### src/rtl/usb_sniffer_defs.sv
// Shared definitions for the USB sniffer capture path: writer FSM encoding and AXI constants.
package usb_sniffer_defs;

  typedef enum logic [2:0] {
    StIdle,
    StFill,
    StAddr,
    StData,
    StResp
  } wr_state_e;

  localparam logic [1:0] AXI_BURST_INCR = 2'b01;
  localparam logic [1:0] AXI_RESP_OKAY  = 2'b00;

endpackage

### src/rtl/usb_capture_burst_buf.sv
// Staging register file holding one AXI burst worth of capture words.
module usb_capture_burst_buf #(
  parameter int unsigned Depth = 16,
  parameter int unsigned IdxW  = 4,
  parameter int unsigned Width = 32
) (
  input  logic             clk_i,
  input  logic             we_i,
  input  logic [IdxW-1:0]  widx_i,
  input  logic [Width-1:0] wdata_i,
  input  logic [IdxW-1:0]  ridx_i,
  output logic [Width-1:0] rdata_o
);

  logic [Width-1:0] mem_q [Depth];

  always_ff @(posedge clk_i) begin
    if (we_i) begin
      mem_q[widx_i] <= wdata_i;
    end
  end

  assign rdata_o = mem_q[ridx_i];

endmodule

### src/rtl/usb_capture_axi_writer.sv
// Drains the capture FIFO into a memory ring buffer using single-outstanding AXI4 INCR bursts
// that never cross a BURST_LEN-word boundary.
module usb_capture_axi_writer
  import usb_sniffer_defs::*;
#(
  parameter int unsigned BURST_LEN = 16,
  parameter logic [3:0]  AXI_ID    = 4'd0
) (
  input  logic        clk_i,
  input  logic        rst_i,
  input  logic        cfg_enable_i,
  input  logic        cfg_cont_i,
  input  logic        cfg_flush_i,
  input  logic [31:0] cfg_base_i,
  input  logic [31:0] cfg_end_i,
  input  logic [31:0] fifo_data_i,
  input  logic [13:0] fifo_count_i,
  output logic        fifo_rd_o,
  output logic [31:0] wr_ptr_o,
  output logic        wrapped_o,
  output logic        full_o,
  output logic        err_o,
  output logic        busy_o,
  output logic        outport_awvalid_o,
  output logic [31:0] outport_awaddr_o,
  output logic [3:0]  outport_awid_o,
  output logic [7:0]  outport_awlen_o,
  output logic [1:0]  outport_awburst_o,
  output logic        outport_wvalid_o,
  output logic [31:0] outport_wdata_o,
  output logic [3:0]  outport_wstrb_o,
  output logic        outport_wlast_o,
  output logic        outport_bready_o,
  input  logic        outport_awready_i,
  input  logic        outport_wready_i,
  input  logic        outport_bvalid_i,
  input  logic [1:0]  outport_bresp_i,
  input  logic [3:0]  outport_bid_i
);

  localparam int unsigned IdxW = (BURST_LEN > 1) ? $clog2(BURST_LEN) : 1;
  localparam int unsigned CntW = $clog2(BURST_LEN + 1);
  localparam logic [CntW-1:0] CntOne = CntW'(1);
  localparam logic [IdxW-1:0] IdxOne = IdxW'(1);

  wr_state_e state_q, state_d;
  logic [31:0]     wr_ptr_q, wr_ptr_d;
  logic            wrapped_q, wrapped_d;
  logic            full_q, full_d;
  logic            err_q, err_d;
  logic            enable_q;
  logic [CntW-1:0] len_q, len_d;
  logic [CntW-1:0] rd_cnt_q, rd_cnt_d;
  logic [CntW-1:0] beat_q, beat_d;
  logic [IdxW-1:0] wr_idx_q, wr_idx_d;
  logic            rd_pend_q;

  logic            fifo_rd;
  logic            aw_valid, w_valid, b_ready, w_last;
  logic [IdxW-1:0] ptr_off;
  logic [CntW-1:0] room, n_sel;
  logic            count_ge_room, start;
  logic [31:0]     next_ptr;
  logic [31:0]     buf_rdata;
  logic            unused_bid;

  assign unused_bid = ^outport_bid_i;

  // Word offset of the pointer inside its BURST_LEN-aligned block.
  assign ptr_off       = (BURST_LEN > 1) ? wr_ptr_q[2 +: IdxW] : '0;
  assign room          = CntW'(BURST_LEN) - CntW'(ptr_off);
  assign count_ge_room = fifo_count_i >= 14'(room);
  assign n_sel         = count_ge_room ? room : CntW'(fifo_count_i);
  // Gated on enable_q so a burst never starts from a pointer not yet reloaded from cfg_base_i.
  assign start         = enable_q && cfg_enable_i && !full_q &&
                         (count_ge_room || (cfg_flush_i && (fifo_count_i != '0)));
  assign next_ptr      = wr_ptr_q + (32'(len_q) << 2);
  assign w_last        = beat_q == (len_q - CntOne);

  always_comb begin
    state_d   = state_q;
    wr_ptr_d  = wr_ptr_q;
    wrapped_d = wrapped_q;
    full_d    = full_q;
    err_d     = err_q;
    len_d     = len_q;
    rd_cnt_d  = rd_cnt_q;
    beat_d    = beat_q;
    wr_idx_d  = wr_idx_q;
    fifo_rd   = 1'b0;
    aw_valid  = 1'b0;
    w_valid   = 1'b0;
    b_ready   = 1'b0;

    unique case (state_q)
      StIdle: begin
        if (start) begin
          len_d    = n_sel;
          rd_cnt_d = '0;
          beat_d   = '0;
          wr_idx_d = '0;
          state_d  = StFill;
        end
      end
      StFill: begin
        if (rd_pend_q) begin
          wr_idx_d = wr_idx_q + IdxOne;
        end
        if (rd_cnt_q != len_q) begin
          fifo_rd  = 1'b1;
          rd_cnt_d = rd_cnt_q + CntOne;
        end else begin
          // Last word lands in the buffer at the end of this cycle.
          state_d = StAddr;
        end
      end
      StAddr: begin
        aw_valid = 1'b1;
        if (outport_awready_i) begin
          state_d = StData;
        end
      end
      StData: begin
        w_valid = 1'b1;
        if (outport_wready_i) begin
          if (w_last) begin
            state_d = StResp;
          end else begin
            beat_d = beat_q + CntOne;
          end
        end
      end
      StResp: begin
        b_ready = 1'b1;
        if (outport_bvalid_i) begin
          if (outport_bresp_i != AXI_RESP_OKAY) begin
            err_d = 1'b1;
          end
          if (next_ptr >= cfg_end_i) begin
            if (cfg_cont_i) begin
              wr_ptr_d  = cfg_base_i;
              wrapped_d = 1'b1;
            end else begin
              wr_ptr_d = next_ptr;
              full_d   = 1'b1;
            end
          end else begin
            wr_ptr_d = next_ptr;
          end
          state_d = StIdle;
        end
      end
      default: state_d = StIdle;
    endcase

    if (cfg_enable_i && !enable_q) begin
      wr_ptr_d  = cfg_base_i;
      wrapped_d = 1'b0;
      full_d    = 1'b0;
      err_d     = 1'b0;
    end
  end

  always_ff @(posedge clk_i or negedge rst_i) begin
    if (!rst_i) begin
      state_q   <= StIdle;
      wr_ptr_q  <= '0;
      wrapped_q <= 1'b0;
      full_q    <= 1'b0;
      err_q     <= 1'b0;
      enable_q  <= 1'b0;
      len_q     <= '0;
      rd_cnt_q  <= '0;
      beat_q    <= '0;
      wr_idx_q  <= '0;
      rd_pend_q <= 1'b0;
    end else begin
      state_q   <= state_d;
      wr_ptr_q  <= wr_ptr_d;
      wrapped_q <= wrapped_d;
      full_q    <= full_d;
      err_q     <= err_d;
      enable_q  <= cfg_enable_i;
      len_q     <= len_d;
      rd_cnt_q  <= rd_cnt_d;
      beat_q    <= beat_d;
      wr_idx_q  <= wr_idx_d;
      rd_pend_q <= fifo_rd;
    end
  end

  usb_capture_burst_buf #(
    .Depth (BURST_LEN),
    .IdxW  (IdxW),
    .Width (32)
  ) u_burst_buf (
    .clk_i   (clk_i),
    .we_i    (rd_pend_q),
    .widx_i  (wr_idx_q),
    .wdata_i (fifo_data_i),
    .ridx_i  (beat_q[IdxW-1:0]),
    .rdata_o (buf_rdata)
  );

  assign fifo_rd_o         = fifo_rd;
  assign wr_ptr_o          = wr_ptr_q;
  assign wrapped_o         = wrapped_q;
  assign full_o            = full_q;
  assign err_o             = err_q;
  assign busy_o            = state_q != StIdle;
  assign outport_awvalid_o = aw_valid;
  assign outport_awaddr_o  = aw_valid ? wr_ptr_q : '0;
  assign outport_awid_o    = aw_valid ? AXI_ID : '0;
  assign outport_awlen_o   = aw_valid ? 8'(len_q - CntOne) : '0;
  assign outport_awburst_o = aw_valid ? AXI_BURST_INCR : '0;
  assign outport_wvalid_o  = w_valid;
  assign outport_wdata_o   = w_valid ? buf_rdata : '0;
  assign outport_wstrb_o   = w_valid ? 4'hF : 4'h0;
  assign outport_wlast_o   = w_valid && w_last;
  assign outport_bready_o  = b_ready;

endmodule

### config.mk
export PLATFORM = sky130hd
export DESIGN_NAME = usb_capture_axi_writer
export DESIGN_NICKNAME = d
export VERILOG_FILES = /design/src/rtl/usb_sniffer_defs.sv /design/src/rtl/usb_capture_burst_buf.sv /design/src/rtl/usb_capture_axi_writer.sv
export SDC_FILE = /design/constraint.sdc
export NUM_CORES = 1
export LEC_CHECK = 0
export BUFFER_PORTS_ARGS = -buffer_cell sky130_fd_sc_hd__clkbuf_2
export CORE_MARGIN = 5
export CORE_UTILIZATION = 50
export CTS_BUF_LIST = sky130_fd_sc_hd__clkbuf_4 sky130_fd_sc_hd__clkbuf_8
export DETAILED_ROUTE_END_ITERATION = 10
export PLACE_DENSITY_LB_ADDON = 0.2
export SETUP_SLACK_MARGIN = 0.4
export SYNTH_ARGS = -nofsm -noshare
export SYNTH_HDL_FRONTEND = slang
export SYNTH_SLANG_ARGS = --single-unit
### constraint.sdc
create_clock -name clk_i -period 4.64 [get_ports clk_i]
set_input_delay 0.464 -clock clk_i [delete_from_list [all_inputs] [get_ports clk_i]]
set_output_delay 0.464 -clock clk_i [all_outputs]
set_load 0.05 [all_outputs]
==> results.md, run 1 <==
- Worst vdd ir: 491 uV
- Register area: roughly 17,000 um2
- DR WL/cell: around 24 um
- Synthesis-to-finish area growth: 16.6%
- Max-cap violation count: 0
- Outcome: finished clean
- I/O Buffers: roughly 240
- Area leader, netlist: edfxtp_1
- CP top delay family: compound AO/OA/AOI/OAI gates
- Area of the multi-input gates: roughly 7400 um2
- Die area: 54,000 um2
- Max incr delay on CP: ~0.48 ns
- Number of fillers in the final layout: between 3k and 4k
- GRT Overall Usage: between 20% and 30%
- Startpoint types: flop
- Vias: roughly 14k
- Antenna Nets Post-Route: 0
- Top layer used by detailed routing: met5
- Adder-cell area share of the yosys netlist: 2.61%
- Chip Width: approximately 230 um
- DP Wirelength: approximately 35,000 um
- Final period utilization: roughly nine tenths
- Max Freq: roughly 0.24 GHz
- Synth top area share: 62.2%
- I/O pins: ~250
- Met3 wire len: 4160 um
- Reg-to-reg setup timing slack: about 0.45 ns
- Total grt overflow: 0
- Worst R2R End: wr_ptr_o[19]
- Leakage: just over 10 nW
- Syn Inst Count: ~1.4k
- H-tree depth: 3
- Register area share after synthesis: around two thirds
- Hold WS: 0.0399 ns
- Post-Route M1 WL: 24,200 um
- Worst slew pin tran: 0.940 ns
- Share of cells above drive strength 1: between 30% and 40%
- Buf+Inv Stages, Crit Path: 3
- First-pass GRT wire length: a little under 90,000 um
- Worst setup path endpoint: wr_ptr_o[19]
- Req. time, crit path: 5.18 ns
- Worst setup startpoint: wr_ptr_o[4]
- CP cell instances: ha_1, nor2b_2, o31a_1, buf_4, or2_4, nand3_1, xnor2_2, ha_1, nand4_1, inv_1, a21oi_1, o41ai_4, a41o_1, a21o_4, buf_6, a221o_1
- Syn_area_per_cell: ~18 um2
- Synth Register Bits: roughly 570
- WP data arrival: approximately 4.7 ns
- Worst R2R Start: wr_ptr_o[4]
- EDFF count, synth: between 500 and 600
- Synth Area in Simple Gates: roughly 6.2%
- Final nets: around 1.9k
- HP Class: input pin to flop
- Critical Path End Type: flop
- Final hold viol count: 0
- Setup violators final: 0
- Mux contribution to synthesized area: about 15%
- Detailed Routing Iterations Pass 1: 5
- Pwr dens: approximately 570 nW/um2
- Root Driver: clkbuf_8
- CTS buffer count: 92
- Combinational family with the most area after synthesis: multiplexers
- Largest net degree at the start of global routing: 60
- Crit path max fanout: 18
- RSZ-0062 raised after global routing: yes
- Core Region: between 40,000 and 50,000 um2
- Post-route setup slack: approximately 0.45 ns
- Worst skew pair latency: 0.65 ns
- Starting density of the core: between 50% and 60%
- Drt drc: 0
- DRT iter0 DRCs: roughly 1.2k
- Final core utilization: 58.9%
- Setup TNS: 0 ns
- Most frequent CP cell: ha_1
- Count of cell types in the netlist: 70
- Clock Pin Slew Worst Setup and Hold Paths: roughly 0.07 ns
- Hold Path Depth: 2
- Dpl ws: 0.170 ns
- Avg Vias per Cell: 5.77
- CTS Buffer Depth: 3
- TritonCTS clock tree: built
- Final Max Slew Viols: 0
- FF-to-FF path depth: 16
- Slowest CP cell: dfrtp_1
- Synth async-reset ratio: 10.3%
- WS Path Type: flop to flop
- Mapped cell area: 24,700 um2
- Largest cells by area after synthesis: edfxtp_1 (62%), mux4_2 (15%), dfrtp_1 (6.0%)
- WL met2: approximately 29,000 um
- Most used flip-flop cell after synthesis: edfxtp_1
- Row count: between 80 and 90
- CTS sink cnt: 571
- Routability Congestion: roughly 0.8
- Die Y: around 230 um
- Routed Wire Length: approximately 59,000 um
- Pwr Total: 16.4 mW
- YS warnings: 0
- Minimum clock period: ~4.2 ns
- XOR/XNOR share of the synthesized area: under 10%
- Relative slew slack: around 37%
- Initial antenna violation count: 3
- Final Skew: between 0.02 and 0.025 ns
- WP depth: 16
- Compound-Gate Fraction of Synth Area: under 10%
- Vias in the first global route: 14.4k
==> stage by stage <==
stage	cell area [um2]	std cells
after CTS	28700	2431
after global placement	26700	2251
final	28800	2436
after detailed placement	26700	2251
after global routing	28800	2435
after floorplan	24700	1389
==> cells by family after synthesis <==
| logic type | after synthesis |
|---|---|
| AO/OA/AOI/OAI | 128 |
| XOR/XNOR | 50 |
| adder cells (fa/ha/maj) | 51 |
| buffers and inverters | 134 |
| flip-flops | 571 |
| multiplexers | 170 |
| other | 1 |
| AND/OR/NAND/NOR | 280 |
==> worst reg2reg max path, cell delays in order (launching register included) <==
cell     delay, ns
dfrtp_1       0.48
ha_1          0.39
nor2b_2       0.17
o31a_1        0.30
buf_4         0.15
or2_4         0.27
nand3_1       0.14
xnor2_2       0.16
ha_1          0.29
nand4_1       0.16
inv_1         0.07
a21oi_1       0.24
o41ai_4       0.17
a41o_1        0.28
a21o_4        0.26
buf_6         0.17
a221o_1       0.37
==> registers in the layout, summed over array words and instances, names as in the netlist, 3 cells and up <==
register           flops
rd_cnt_q               5
state_q                3
beat_q                 5
wr_idx_q               4
u_burst_buf.mem_q    512
wr_ptr_o              32
len_q                  5
==> cell usage after synthesis, drive strengths merged, types with 10 or more instances <==
master / n
nor3b: 19
a21oi: 33
nor2: 52
dfrtp: 59
and3: 39
xor2: 16
buf: 50
nand3: 21
xnor2: 34
mux4: 160
and2: 45
nor3: 11
clkbuf: 31
a221o: 18
ha: 50
nand4: 10
o21ai: 40
inv: 53
nand2: 51
edfxtp: 512
==> per-layer routing <==
metal / GRT usage [%] / up-vias
met5: 0 / -
met1: 29.6 / 7320
met2: 35.8 / 500
met4: 5.98 / 2
li1: - / 6164
met3: 4.45 / 75
==> worst min-delay path by stage <==
stage / startpoint / end / slack [ns]
detailed placement: err_o / err_o / 0.52
floorplan: rst_i / beat_q[0] / 0.17
finish: cfg_base_i[12] / wr_ptr_o[12] / 0.04
global route: cfg_base_i[14] / wr_ptr_o[14] / 0.03
CTS: cfg_base_i[14] / wr_ptr_o[14] / 0.002
global placement: wrapped_o / wrapped_o / 0.49
==> what timing repair did <==
item,CTS,global route
setup endpoints to repair,23,33
gates resized for setup,6,19
hold buffers,11,0
pin swaps,1,3
buffers inserted,1,4
cloned,0,0
endpoints found under the hold margin,69,0
==> placed cells by master (no fill, tap or decap), drive strengths merged, types with 4 or more instances in the layout <==
master,instances
and2,45
inv,57
nand3,21
nor2,52
xnor2,34
nand3b,5
edfxtp,512
nand4,10
xor2,16
clkbuf,358
mux4,160
or3,7
o21ai,40
conb,5
nor2b,6
ha,50
dfrtp,59
buf,47
mux2,6
a211oi,5
nor3,11
a21oi,33
nor3b,19
a221o,18
clkinv,38
dlygate4sd3,11
mux2i,4
nand2,51
and3,39
==> layout make-up <==
class | count | share of cell area (%)
multi-input combinational | 684 | 25.7
timing repair buffer | 295 | 5.94
inverter | 53 | 0.690
clock inverter | 47 | 1.06
tap | 664 | 2.88
clock buffer | 121 | 5.24
sequential | 571 | 58.5
antenna | 1 | 0.00868
==> where the power goes <==
group | total [mW] | switching (mW) | internal (mW) | leakage [nW]
clock network | 4.26 | 1.96 | 2.30 | 0.953
registers | 6.51 | 0.499 | 6.01 | 5.34
logic | 5.59 | 3.34 | 2.25 | 4.06
total | 16.4 | 5.80 | 10.6 | 10.4
Note: power is estimated with default switching activity, not from simulation.
==> run 2: changes to the inputs <==
Settings changed: SYNTH_HIERARCHICAL set to 1.
==> results.md, run 2 <==
- Outcome: finished clean
- CTS sink cnt: 571 (unchanged)
- I/O pins: 247 (unchanged)
- Routability Congestion: 0.856 (+5.2%)
- Worst slew pin tran: 1.18 ns (+0.244 ns)
- Largest net degree at the start of global routing: 67 (+12%)
- Number of fillers in the final layout: 3,691 (-0.59%)
- Combinational family with the most area after synthesis: multiplexers
- Syn_area_per_cell: 16.9 um2 (-5.2%)
- Most frequent cell after synthesis: edfxtp_1
- Minimum clock period: 3.98 ns (-0.210 ns)
- Reg power frac: 41.7% (+1.9 points)
- I/O Buffers: 237 (unchanged)
- Total grt overflow: 0 (unchanged)
- Vias: 14.1k (+0.078%)
- Setup TNS: 0 ns (unchanged)
- Top cells by count, synth: edfxtp_1 (512), mux4_2 (128), nand2_1 (77)
- Mapped cell area: 24,500 um2 (-0.92%)
- Final nets: 1,949 (+4.1%)
- DRT iter0 DRCs: 999 (-17%)
- Synth top area share: 62.8% (+0.58 points)
- Crit path max fanout: 8 (-10)
- Synthesis-to-finish area growth: 17.5%
- Pwr dens: 498 nW/um2 (-12%)
- HP Class: input pin to flop
- Root Driver: clkbuf_8
- Worst vdd ir: 463 uV (-5.7%)
- Share of cells above drive strength 1: 34.6% (-1.8 points)
- Adder-cell area share of the yosys netlist: 2.48% (-0.13 points)
- Largest register by flop count: u_burst_buf/mem_q
- Final hold viol count: 0 (unchanged)
- Startpoint types: flop
- Syn Inst Count: 1,447 (+4.5%)
- Register area share after synthesis: 68.8% (+0.63 points)
- Drt drc: 0 (unchanged)
- Worst skew pair latency: 0.67 ns (+0.02 ns)
- Req. time, crit path: 5.19 ns (about the same)
- Chip Width: 231 um (-0.44%)
- RSZ-0062 raised after global routing: no
- Final Skew: 0.0383 ns (+0.0142 ns)
- Hold WS: 0.0556 ns (+0.0156 ns)
- CTS buffer count: 94 (+2.2%)
- CTS Buffer Depth: 3 (unchanged)
- Placed instance area: 26,600 um2 (-0.38%)
- Post-route cell area: 28,800 um2 (-0.19%)
- First-pass GRT wire length: 88,100 um (+0.57%)
- Synth async-reset ratio: 10.3% (unchanged)
- Starting density of the core: 50.3% (-0.15 points)
- GRT Overall Usage: 21.7% (+0.11 points)
- Register area: 16,900 um2 (about the same)
- Critical Path End Type: flop
- DR WL/cell: 23.5 um (-2.6%)
- Max Freq: 0.252 GHz (+5.3%)
- Row count: 81 (unchanged)
- Internal: 9.53 mW (-9.8%)
- WS Path Type: flop to flop
- Compound-Gate Fraction of Synth Area: 5.68% (+2.1 points)
- TritonCTS clock tree: built
- YS warnings: 6 (+6)
- Post-route setup slack: 0.664 ns (+0.210 ns)
- XOR/XNOR share of the synthesized area: 2.04% (+0.27 points)
- Detailed Routing Iterations Pass 1: 5 (unchanged)
- Core Region: 48,600 um2 (-0.62%)
- H-tree depth: 3 (unchanged)
- Setup violators final: 0 (unchanged)
- Most used flip-flop cell after synthesis: edfxtp_1
- Die Y: 231 um (-0.44%)
- Mux contribution to synthesized area: 12.0% (-3.1 points)
- Combinational share of power: 28.3% (-5.9 points)
- Relative slew slack: 20.9% (-16 points)
- Pwr Total: 14.3 mW (-12%)
- Final period utilization: 85.7% (-4.5 points)
- Die area: 53,500 um2 (-0.88%)
- Leakage: 10.4 nW (+0.13%)
- Sw power: 4.79 mW (-17%)
- Dpl ws: 0.266 ns (+0.0964 ns)
- Synth Area in Simple Gates: 6.32% (+0.083 points)
- Max-cap violation count: 0 (unchanged)
- Vias in the first global route: 14.5k (+0.67%)
- Area leader, netlist: edfxtp_1
- Area of the multi-input gates: 7180 um2 (-2.9%)
- Count of cell types in the netlist: 65 (-7.1%)
- DP Wirelength: 36,300 um (+4.1%)
- Final Max Slew Viols: 0 (unchanged)
- Antenna cells: 0 (-1)
- Max reg flops: 512 (unchanged)
- WP data arrival: 4.53 ns (-0.20 ns)
- Most frequent cells in the layout: edfxtp_1 (512), clkbuf_2 (237), mux4_2 (128)
- Antenna Nets Post-Route: 0 (unchanged)
- Avg Vias per Cell: 5.68 (-1.6%)
- EDFF count, synth: 512 (unchanged)
- Clock share of power: 30.0% (+3.9 points)
- Most common cell after layout, fill and taps aside: edfxtp_1
- Initial antenna violation count: 2 (-1)
- Clock Pin Slew Worst Setup and Hold Paths: 0.06 ns (about the same)
- Largest cells by area after synthesis: edfxtp_1 (63%), mux4_2 (12%), dfrtp_1 (6.0%)
- Routed Wire Length: 58,200 um (-0.94%)
- Reg-to-reg setup timing slack: 0.66 ns (+0.21 ns)
- Switch share: 33.5% (-2.0 points)
- Synth Register Bits: 571 (unchanged)
[run 2: final cells by class]
| class | instances | area share [%] |
|---|---|---|
| multi-input cells | 736 | 25.0 |
| flip-flops and latches | 571 | 58.6 |
| clock buffers | 129 | 5.48 |
| clock inverters | 45 | 1.01 |
| well taps | 622 | 2.71 |
| inverters | 67 | 0.874 |
| repair buffers | 307 | 6.35 |
[run 2: power groups by stage]
stage / logic [mW] / clock network (mW) / registers [mW]
finish: 4.05 / 4.30 / 5.97
global placement: 4.05 / 0 / 6.07
detailed placement: 4.08 / 0 / 6.08
global route: 4.33 / 4.66 / 6.00
CTS: 4.11 / 4.41 / 5.98
floorplan: 3.03 / 0 / 5.99
[run 2: repair_timing]
action,CTS,global route
hold buffers,21,0
setup buffers,3,1
hold endpoints to repair,42,0
resized for setup,1,9
pin swaps,2,2
endpoints found under the setup margin,28,33
[run 2: worst max-delay path, stage by stage (launching register included)]
cell and delay [ns]:
dfrtp_1 0.36, ha_1 0.19, inv_1 0.06, fa_2 0.37, nor2b_2 0.14, o31a_1 0.16, or2_4 0.17, and2_4 0.17
nand3_1 0.09, xnor2_1 0.26, ha_1 0.28, nand4_1 0.10, nor2_1 0.07, a211o_1 0.28, a311o_1 0.33, a221o_2 0.42
buf_4 0.20, o21ai_0 0.15, a2bb2oi_1 0.08
[run 2: final timing paths]
| path | startpoint | end | cells after the start |
|---|---|---|---|
| min reg2reg | wrapped_o | wrapped_o | 2 |
| min in group asynchronous | rst_i | wr_ptr_o[8] | 2 |
| min | cfg_base_i[7] | wr_ptr_o[7] | 3 |
| max reg2reg | len_q[0] | wr_ptr_o[15] | 18 |
| max in group asynchronous | rst_i | beat_q[1] | 3 |
| max | len_q[0] | wr_ptr_o[15] | 18 |
[run 2: logic make-up after synthesis]
| group | after synthesis |
|---|---|
| XOR/XNOR | 57 |
| AND/OR/NAND/NOR | 302 |
| adder cells (fa/ha/maj) | 48 |
| other | 1 |
| AO/OA/AOI/OAI | 192 |
| flip-flops | 571 |
| multiplexers | 132 |
| buffers and inverters | 144 |
[run 2: routing by layer]
metal	GRT usage, %	part of all wire (%)	vias up
met1	29.1	42	7219
met2	37.4	51	450
met4	4.85	1.6	4
li1	-	-	6317
met3	4.40	5.7	82
met5	0	0.046	-
[run 2: through the flow]
| stage | instances | utilization, % |
|---|---|---|
| after floorplan | 1451 | - |
| after global routing | 2477 | 59.1 |
| after CTS | 2476 | 59.0 |
| final | 2477 | 59.1 |
| after detailed placement | 2278 | 54.7 |
| after global placement | 2278 | 54.7 |
